$ cat config.mk
export PLATFORM = sky130hd
export DESIGN_NAME = mem_port_arbiter
export DESIGN_NICKNAME = d
export VERILOG_FILES = /design/src/rtl/mem_port_arbiter.sv
export SDC_FILE = /design/constraint.sdc
export NUM_CORES = 1
export LEC_CHECK = 0
export BUFFER_PORTS_ARGS = -buffer_cell sky130_fd_sc_hd__buf_2
export CAP_MARGIN = 20
export CORE_UTILIZATION = 51
export DETAILED_ROUTE_END_ITERATION = 7
export GPL_TIMING_DRIVEN = 0
export PLACE_DENSITY = 0.86
export SYNTH_ARGS = -nofsm -noshare
export SYNTH_HDL_FRONTEND = slang
export SYNTH_SLANG_ARGS = --single-unit
$ cat constraint.sdc
create_clock -name clk -period 5.1 [get_ports clk]
set_input_delay 1.02 -clock clk [delete_from_list [all_inputs] [get_ports clk]]
set_output_delay 1.02 -clock clk [all_outputs]
set_load 0.1 [all_outputs]
$ cat src/rtl/mem_port_arbiter.sv
`default_nettype none
// ============================================================================
// Module   : mem_port_arbiter
// Brief    : Shares one memory port between instruction fetch and data access,
//            with a starvation guard for fetch and load/store lane handling.
// Revision : 1.0 - initial release
// ============================================================================

package mem_port_arbiter_pkg;
    typedef enum logic [1:0] {MEM_NONE = 2'd0, MEM_LD = 2'd1, MEM_ST = 2'd2} mem_op_e;
    typedef enum logic [1:0] {SZ_B = 2'd0, SZ_H = 2'd1, SZ_W = 2'd2} mem_sz_e;
endpackage

module mem_port_arbiter
    import mem_port_arbiter_pkg::*;
#(
    parameter int ADDR_W       = 32,
    parameter int STARVE_LIMIT = 4
) (
    input  logic              clk,
    input  logic              rst,
    input  logic              if_req,
    input  logic [ADDR_W-1:0] if_addr,
    output logic              if_done,
    output logic [31:0]       if_rdata,
    input  logic              d_req,
    input  mem_op_e           d_op,
    input  mem_sz_e           d_sz,
    input  logic              d_sgnd,
    input  logic [ADDR_W-1:0] d_addr,
    input  logic [31:0]       d_wdata,
    output logic              d_done,
    output logic              d_err,
    output logic [31:0]       d_rdata,
    output logic              mem_req,
    output logic              mem_we,
    output logic [ADDR_W-1:0] mem_addr,
    output logic [3:0]        mem_be,
    output logic [31:0]       mem_wdata,
    input  logic              mem_ack,
    input  logic [31:0]       mem_rdata
);

    localparam int                c_cnt_w     = $clog2(STARVE_LIMIT + 1);
    localparam logic [c_cnt_w-1:0] c_limit     = c_cnt_w'(STARVE_LIMIT);
    localparam logic [ADDR_W-1:0] c_word_mask = {{(ADDR_W-2){1'b1}}, 2'b00};

    typedef enum logic [2:0] {
        ST_IDLE   = 3'd0,
        ST_MEM_I  = 3'd1,
        ST_MEM_D  = 3'd2,
        ST_RESP_I = 3'd3,
        ST_RESP_D = 3'd4
    } state_e;

    state_e               r_state;
    logic [c_cnt_w-1:0]   r_starve_cnt;
    logic [1:0]           r_ld_lane;
    mem_sz_e              r_ld_sz;
    logic                 r_ld_sgnd;
    logic                 r_ld_is_ld;

    logic                 w_grant_i;
    logic                 w_d_illegal;
    logic [3:0]           w_be;
    logic [31:0]          w_wdata;
    logic [7:0]           w_byte;
    logic [15:0]          w_half;
    logic [31:0]          w_ld_data;

    // Fetch wins only when it is alone or has waited through STARVE_LIMIT data grants.
    assign w_grant_i = if_req && (!d_req || (r_starve_cnt == c_limit));

    always_comb begin
        w_d_illegal = 1'b0;
        w_be        = 4'b1111;
        w_wdata     = d_wdata;
        case (d_sz)
            SZ_B: begin
                w_be    = 4'b0001 << d_addr[1:0];
                w_wdata = {4{d_wdata[7:0]}};
            end
            SZ_H: begin
                w_d_illegal = d_addr[0];
                w_be        = d_addr[1] ? 4'b1100 : 4'b0011;
                w_wdata     = {2{d_wdata[15:0]}};
            end
            default: begin
                w_d_illegal = (d_addr[1:0] != 2'b00);
            end
        endcase
        if ((d_op != MEM_LD) && (d_op != MEM_ST)) begin
            w_d_illegal = 1'b1;
        end
    end

    always_comb begin
        w_byte = mem_rdata[7:0];
        case (r_ld_lane)
            2'd1:    w_byte = mem_rdata[15:8];
            2'd2:    w_byte = mem_rdata[23:16];
            2'd3:    w_byte = mem_rdata[31:24];
            default: w_byte = mem_rdata[7:0];
        endcase
        w_half = r_ld_lane[1] ? mem_rdata[31:16] : mem_rdata[15:0];
        case (r_ld_sz)
            SZ_B:    w_ld_data = {{24{r_ld_sgnd & w_byte[7]}}, w_byte};
            SZ_H:    w_ld_data = {{16{r_ld_sgnd & w_half[15]}}, w_half};
            default: w_ld_data = mem_rdata;
        endcase
    end

    always_ff @(posedge clk) begin
        if (rst) begin
            r_state      <= ST_IDLE;
            r_starve_cnt <= '0;
            r_ld_lane    <= 2'b00;
            r_ld_sz      <= SZ_B;
            r_ld_sgnd    <= 1'b0;
            r_ld_is_ld   <= 1'b0;
            mem_req      <= 1'b0;
            mem_we       <= 1'b0;
            mem_addr     <= '0;
            mem_be       <= 4'b0000;
            mem_wdata    <= '0;
            if_done      <= 1'b0;
            if_rdata     <= '0;
            d_done       <= 1'b0;
            d_err        <= 1'b0;
            d_rdata      <= '0;
        end else begin
            if_done <= 1'b0;
            d_done  <= 1'b0;
            d_err   <= 1'b0;
            case (r_state)
                ST_IDLE: begin
                    if (w_grant_i) begin
                        r_state      <= ST_MEM_I;
                        r_starve_cnt <= '0;
                        mem_req      <= 1'b1;
                        mem_we       <= 1'b0;
                        mem_addr     <= if_addr & c_word_mask;
                        mem_be       <= 4'b1111;
                        mem_wdata    <= '0;
                    end else if (d_req) begin
                        // Cannot overflow: at the limit a waiting fetch takes the grant.
                        r_starve_cnt <= if_req ? r_starve_cnt + 1'b1 : '0;
                        if (w_d_illegal) begin
                            r_state <= ST_RESP_D;
                            d_done  <= 1'b1;
                            d_err   <= 1'b1;
                            d_rdata <= '0;
                        end else begin
                            r_state    <= ST_MEM_D;
                            mem_req    <= 1'b1;
                            mem_we     <= (d_op == MEM_ST);
                            mem_addr   <= d_addr & c_word_mask;
                            mem_be     <= w_be;
                            mem_wdata  <= w_wdata;
                            r_ld_lane  <= d_addr[1:0];
                            r_ld_sz    <= d_sz;
                            r_ld_sgnd  <= d_sgnd;
                            r_ld_is_ld <= (d_op == MEM_LD);
                        end
                    end else begin
                        r_starve_cnt <= '0;
                    end
                end
                ST_MEM_I: begin
                    if (mem_ack) begin
                        r_state  <= ST_RESP_I;
                        mem_req  <= 1'b0;
                        if_rdata <= mem_rdata;
                        if_done  <= 1'b1;
                    end
                end
                ST_MEM_D: begin
                    if (mem_ack) begin
                        r_state <= ST_RESP_D;
                        mem_req <= 1'b0;
                        d_rdata <= r_ld_is_ld ? w_ld_data : 32'h0;
                        d_done  <= 1'b1;
                    end
                end
                default: begin
                    r_state <= ST_IDLE;
                end
            endcase
        end
    end

endmodule
`default_nettype wire
# Word level (Yosys, flattened, before mapping)
# Cells that the tools add are included.
[word_totals]
ff_bits = 149
input_bits = 138
wordCells = 110
[op_classes]
add_sub_neg = 1
eq_ne = 21
shifts = 1
muxes = 45
bitwise = 6
reduce_logical = 20
[ops]
columns = ["op", "n"]
rows = [
  ["32-bit 2-to-1 mux", 11],
  ["32-bit case mux with 2 select lines", 3],
  ["3-bit 2-to-1 mux", 8],
  ["8-bit case mux with 3 select lines", 1],
  ["16-bit 2-to-1 mux", 1],
  ["4-bit 2-to-1 mux", 4],
  ["2-bit inequality test (second input constant)", 7],
  ["1-bit 2-to-1 mux", 12],
  ["3-bit case mux with 3 select lines", 1],
  ["2-bit by 1-bit equality test with 1-bit output (second input constant)", 4],
  ["4-bit case mux with 2 select lines", 1],
  ["4-bit AND reduction", 2],
  ["2-bit nonzero test", 4],
  ["2-bit equality test (second input constant)", 3],
  ["3-bit inequality test (second input constant)", 2],
  ["1-bit case mux with 2 select lines", 3],
  ["3-bit AND reduction", 2],
  ["2-bit OR reduction", 3],
  ["5-bit AND reduction", 1],
  ["2-bit logical NOT", 2],
  ["2-bit by 1-bit inequality test with 1-bit output (second input constant)", 2],
  ["1-bit NOT", 4],
  ["1-bit by 2-bit left shift with 4-bit output (first input constant)", 1],
  ["3-bit by 1-bit adder with 3-bit output (second input constant)", 1],
  ["9 further kinds", 11],
]

# Logic depth before layout (Yosys ltp)
[logic_depth]
ltp_word = 7
ltp_mapped = 9
depth_no_buf = 7

# Worst setup path before layout
# OpenSTA, ideal clock, no wires.
[synth_timing]
path_type = "input to register"
start = "in d_op[0]"
end = "reg mem_wdata[16]"
setup_time_ps = 70
t_arrival_ps = 2363
required_time_ps = 5030
slack_ps = 2667
path_stages = 8
path_cell_list = "inv_1 ha_1 nor2b_1 o211ai_1 buf_2 or3_1 clkbuf_1 o2bb2ai_1"
[synth_via]
elab_chain_len = 5
elab_cells_between_ends = 6
classes_between = "eq/ne (3); mux (1); reduce/logical (2)"
[synth_lines]
columns = ["element", "line_no", "rtl"]
rows = [
  ["start, declared", "27", "input mem_op_e d_op,"],
  ["2-bit by 1-bit inequality test with 1-bit output or 2-bit inequality test (tied branches)", "92", "if ((d_op != MEM_LD) && (d_op != MEM_ST)) begin"],
  ["1-bit logical AND (*)", "92", ""],
  ["1-bit 2-to-1 mux (*)", "92", ""],
  ["2-bit inequality test (no line) (*)", "--", ""],
  ["3-bit AND reduction (no line) (*)", "--", ""],
  ["end signal, assigned", "159", "mem_wdata <= w_wdata;"],
  ["end, declared", "39", "output logic [31:0] mem_wdata,"],
]
# Every way passes the cells marked *; elsewhere a longest branch is shown, timed or not.
# A chain may end at the register's enable or synchronous reset.

# Worst setup path in the final report
[layout_timing]
start = "in d_req"
end = "reg mem_addr[25]"
[layout_via]
elab_chain_len = 5
elab_cells_between_ends = 7
classes_between = "eq/ne (1); mux (1); reduce/logical (5)"
[layout_lines]
columns = ["element", "line_no", "rtl"]
rows = [
  ["start, declared", "26", "input logic d_req,"],
  ["1-bit logical NOT", "72", "assign w_grant_i = if_req && (!d_req || (r_starve_cnt == c_limit));"],
  ["1-bit logical OR", "72", ""],
  ["1-bit logical AND", "72", ""],
  ["2-bit inequality test (no line) or 2-bit nonzero test (tied branches)", "--", ""],
  ["3-bit AND reduction (no line)", "--", ""],
  ["end signal, assigned", "142", "mem_addr <= if_addr & c_word_mask;"],
  ["end signal, assigned", "157", "mem_addr <= d_addr & c_word_mask;"],
  ["end, declared", "37", "output logic [ADDR_W-1:0] mem_addr,"],
]
# Parallel ways exist; a longest one is shown, timed or not.

==> results.md <==
- Result of the run: finished clean
- Hold path startpoint: if_rdata[18]
- Multi-input gate area in the final layout: 3120 um2
- Setup_tns: 0 ns
- Proportion of synthesized chip area in sequential cells: 0.462
- Area share of the largest cell type after synthesis: 0.462
- WHS: 0.452 ns
- Hold worst-path end: if_rdata[18]
- Share of post-route cells with drive strength above 1: 0.311
- Fin nets: 1196
- Avg Inst Size Synth: 8.32 um2
- Combined flip-flop and latch cell area: 2940 um2
- Total detailed-routing wirelength: 20700 um
- Layout overhead on the synthesized area: 33.4%
- Post-synthesis instance area: 6370 um2
- Yosys cell types: 49
- Critical path's most frequent cell: sky130_fd_sc_hd__buf_2
- Worst min path class: reg2reg
- Clock transition at the register clock pins on the worst setup and hold paths after CTS: 0.06 ns
- Insertion delay of the later-clocked pin in the worst-skew pair: 0.42 ns
- Cell area after layout: 8490 um2
- Max Cap Violations: 0
- Number of buffers inserted by port buffering: 269
- Last weighted congestion value of the routability-driven placer: 0.907
- Final worst-path cycle share: 0.477
- Power density over the cells: 390 nW/um2
- Arrival time at the worst endpoint: 2.80 ns
- Post-synthesis instance total: 765
- Share of synthesized flip-flops with an asynchronous set or reset: 0
- Final worst clock skew: 0.00940 ns
- Total clock buffers created by CTS: 17
- Synthesis-stage register bit count: 147
- Initial antenna violation count: 0
- Post-CTS setup buffer count: 0
- Ports placed on the boundary: 275
- Number of antenna repair diodes: 0
- Number of nets still failing antenna checks after routing: 0
- All-Layer GR Usage: 0.319
- Number of detailed-route iterations in the first pass: 5
- Critical path capture point type: flip-flop
- Count of unresolved DRC violations after routing: 0
- Final setup violation count: 0
- TritonCTS clock tree: built
- First-pass GRT wire length: 32100 um
- RSZ-0062 raised after global routing: false
- Achievable clock frequency: 411 MHz
- Max Slew Vio Count: 0
- Largest net degree at the start of global routing: 17
- R2R cell count: 9
- Grt ovf: 0
- IR Drop Worst-Case VDD: 0.206 mV
- Nature of the critical path startpoint: input pin
- Number of cells on the worst hold path: 2
- Root buffer cell: sky130_fd_sc_hd__clkbuf_16
- Number of buffers inserted by hold repair at cts: 0
- CP Cell Sequence: buf_2 > a21boi_0 > nor2b_1 > buf_2 > clkbuf_1 > nand2_1 > a31oi_1 > o21a_1
- Die boundary height: 114 um
- Slew at the pin with the worst max-slew slack: 0.851 ns
- Area post-placement: 7930 um2
- Core occupancy in the finished layout: 0.701
- Startpoint of the worst register-to-register path: r_starve_cnt[0]
- Number of flops mapped to enable cells by yosys: 0
- Number of vias in the routed layout: 6788
- Required @ worst endpoint: 5.47 ns
- Clock net sink count: 147
- Floorplan die area: 12900 um2
- Highest cell delay on the worst timing path: 0.42 ns
- Number of filler cells placed in the layout: 1010
- Starting density of the core: 0.526
- Routed wire per std cell: 16.7 um
- Ranking of synthesized cells by area: sky130_fd_sc_hd__dfxtp_1 (46%), sky130_fd_sc_hd__nand2_1 (11%), sky130_fd_sc_hd__a21oi_1 (4.7%)
- Number of cells upsized or downsized after cts: 0
- Post-detail-place hpwl: 15500 um
- Via count of the first global-routing pass: 6336
- Critical path peak fanout: 10
- Start-to-end type of the worst setup path: in2reg
- Floorplan Core Area: 12100 um2
- Worst setup startpoint: d_req
- Worst max-slew margin expressed relative to the limit: 0.428
- Synthesis warning total: 0
- Final period demand of the worst path: 2.43 ns
- Internal reg-to-reg setup slack: 2.77 ns
- Per-cell via count in the routed design: 5.50
- Maximum buffer depth of the clock tree: 2
- Starting DRC count in detailed routing: 687
- CTS H-tree lvls: 4
- Slowest library cell on the worst path: sky130_fd_sc_hd__clkbuf_1
- R2R Path End: mem_addr[25]
- Cell type with the largest total area after synthesis: sky130_fd_sc_hd__dfxtp_1
- Leakage power: 3.85 nW
- Die outline width: 114 um
- Total count of hold-check failures in the final report: 0
- Prevailing post-synth register cell: sky130_fd_sc_hd__dfxtp_1
- Site Rows: 40
[final cells by class]
type | count | share of cell area
plain buffers | 66 | 0.0343
clock buffers | 20 | 0.0538
clock inverters | 12 | 0.0125
inverters | 5 | 0.00221
multi-input cells | 548 | 0.367
flip-flops and latches | 147 | 0.347
well taps | 168 | 0.0248
repair buffers | 269 | 0.159
[cell families after synthesis]
group / synth area share
compound gates: 0.239
fa+ha+maj: 0.00786
buf+inv: 0.0487
flops: 0.462
mux: 0.0307
other cells: 0.000589
simple gates: 0.211
[worst max-delay path by stage]
stage / cells past startpoint / to / slack [ns]
CTS: 8 / mem_addr[25] / 2.66
global placement: 5 / if_done / 2.29
detailed placement: 8 / mem_addr[25] / 2.24
floorplan: 8 / mem_wdata[16] / 2.67
finish: 8 / mem_addr[25] / 2.67
global route: 8 / mem_addr[24] / 2.51
[cell usage after synthesis (2+ instances only)]
cell	n
sky130_fd_sc_hd__nand2_1	181
sky130_fd_sc_hd__dfxtp_1	147
sky130_fd_sc_hd__a21oi_1	60
sky130_fd_sc_hd__clkbuf_1	36
sky130_fd_sc_hd__o21ai_0	34
sky130_fd_sc_hd__a31oi_1	31
sky130_fd_sc_hd__o21a_1	30
sky130_fd_sc_hd__nand3_1	28
sky130_fd_sc_hd__o2bb2ai_1	25
sky130_fd_sc_hd__nand2b_1	23
sky130_fd_sc_hd__nor2_1	19
sky130_fd_sc_hd__buf_2	17
sky130_fd_sc_hd__nor2b_1	16
sky130_fd_sc_hd__mux2i_1	15
sky130_fd_sc_hd__a211oi_1	13
sky130_fd_sc_hd__nor3_1	12
sky130_fd_sc_hd__a22o_1	10
sky130_fd_sc_hd__a221o_1	8
sky130_fd_sc_hd__buf_1	7
sky130_fd_sc_hd__a32o_1	6
sky130_fd_sc_hd__buf_4	6
sky130_fd_sc_hd__ha_1	4
sky130_fd_sc_hd__inv_1	4
sky130_fd_sc_hd__mux2_2	2
sky130_fd_sc_hd__nor3_2	2
sky130_fd_sc_hd__nor4_1	2
sky130_fd_sc_hd__nor4bb_1	2
sky130_fd_sc_hd__o211ai_1	2
sky130_fd_sc_hd__o21bai_1	2
sky130_fd_sc_hd__or3_1	2
[cell usage in the layout, fill, tap and decap left out, types with 4 or more instances in the layout]
master / synthesis / routed
sky130_fd_sc_hd__a211oi_1: 13 / 13
sky130_fd_sc_hd__a21oi_1: 60 / 60
sky130_fd_sc_hd__a221o_1: 8 / 8
sky130_fd_sc_hd__a22o_1: 10 / 10
sky130_fd_sc_hd__a31oi_1: 31 / 31
sky130_fd_sc_hd__a32o_1: 6 / 6
sky130_fd_sc_hd__buf_1: 7 / 7
sky130_fd_sc_hd__buf_2: 17 / 286
sky130_fd_sc_hd__buf_4: 6 / 6
sky130_fd_sc_hd__clkbuf_1: 36 / 37
sky130_fd_sc_hd__clkbuf_16: 0 / 17
sky130_fd_sc_hd__clkinv_2: 0 / 4
sky130_fd_sc_hd__clkinvlp_4: 0 / 4
sky130_fd_sc_hd__dfxtp_1: 147 / 147
sky130_fd_sc_hd__ha_1: 4 / 4
sky130_fd_sc_hd__inv_1: 4 / 4
sky130_fd_sc_hd__mux2i_1: 15 / 15
sky130_fd_sc_hd__nand2_1: 181 / 181
sky130_fd_sc_hd__nand2b_1: 23 / 23
sky130_fd_sc_hd__nand3_1: 28 / 28
sky130_fd_sc_hd__nor2_1: 19 / 19
sky130_fd_sc_hd__nor2b_1: 16 / 16
sky130_fd_sc_hd__nor3_1: 12 / 12
sky130_fd_sc_hd__o21a_1: 30 / 30
sky130_fd_sc_hd__o21ai_0: 34 / 34
sky130_fd_sc_hd__o2bb2ai_1: 25 / 25
[power breakdown]
group	internal, mW	switching, mW	leakage (nW)	total (mW)
Sequential	1.21	0.0324	1.20	1.25
Combinational	0.186	0.690	2.38	0.876
Clock	0.696	0.491	0.269	1.19
[critical path, delay by kind of cell]
kind	cells	cell delay, ns
AOI/OAI and AO/OA	3	0.48
buffers and inverters	3	0.87
and+or+nand+nor	2	0.42
[state kept, by name, indices dropped and copies added (netlist names)]
name,cells
d_err,1
if_rdata,32
mem_req,1
r_ld_is_ld,1
d_rdata,32
r_ld_sz,2
mem_wdata,32
if_done,1
mem_be,4
r_state,3
mem_we,1
r_starve_cnt,3
r_ld_lane,2
r_ld_sgnd,1
mem_addr,30
d_done,1
[layer usage]
layer	vias to the layer above	GRT usage	part of all wire	routed length (um)
met5	-	0	0	0
met4	0	0.146	0.035	713
met3	62	0.0824	0.081	1680
met2	336	0.514	0.47	9620
met1	3136	0.400	0.42	8650
li1	3254	-	-	-
[through the flow]
step                      setup slack (ns)  power [mW]  cells
final                                 2.67        3.31   1235
after global routing                  2.51        3.42   1235
after CTS                             2.66        3.31   1235
after detailed placement              2.24        2.14   1203
after global placement                2.29        2.13   1203
after floorplan                       2.67        1.94    766
No activity file was read; power rests on OpenSTA's default activity.
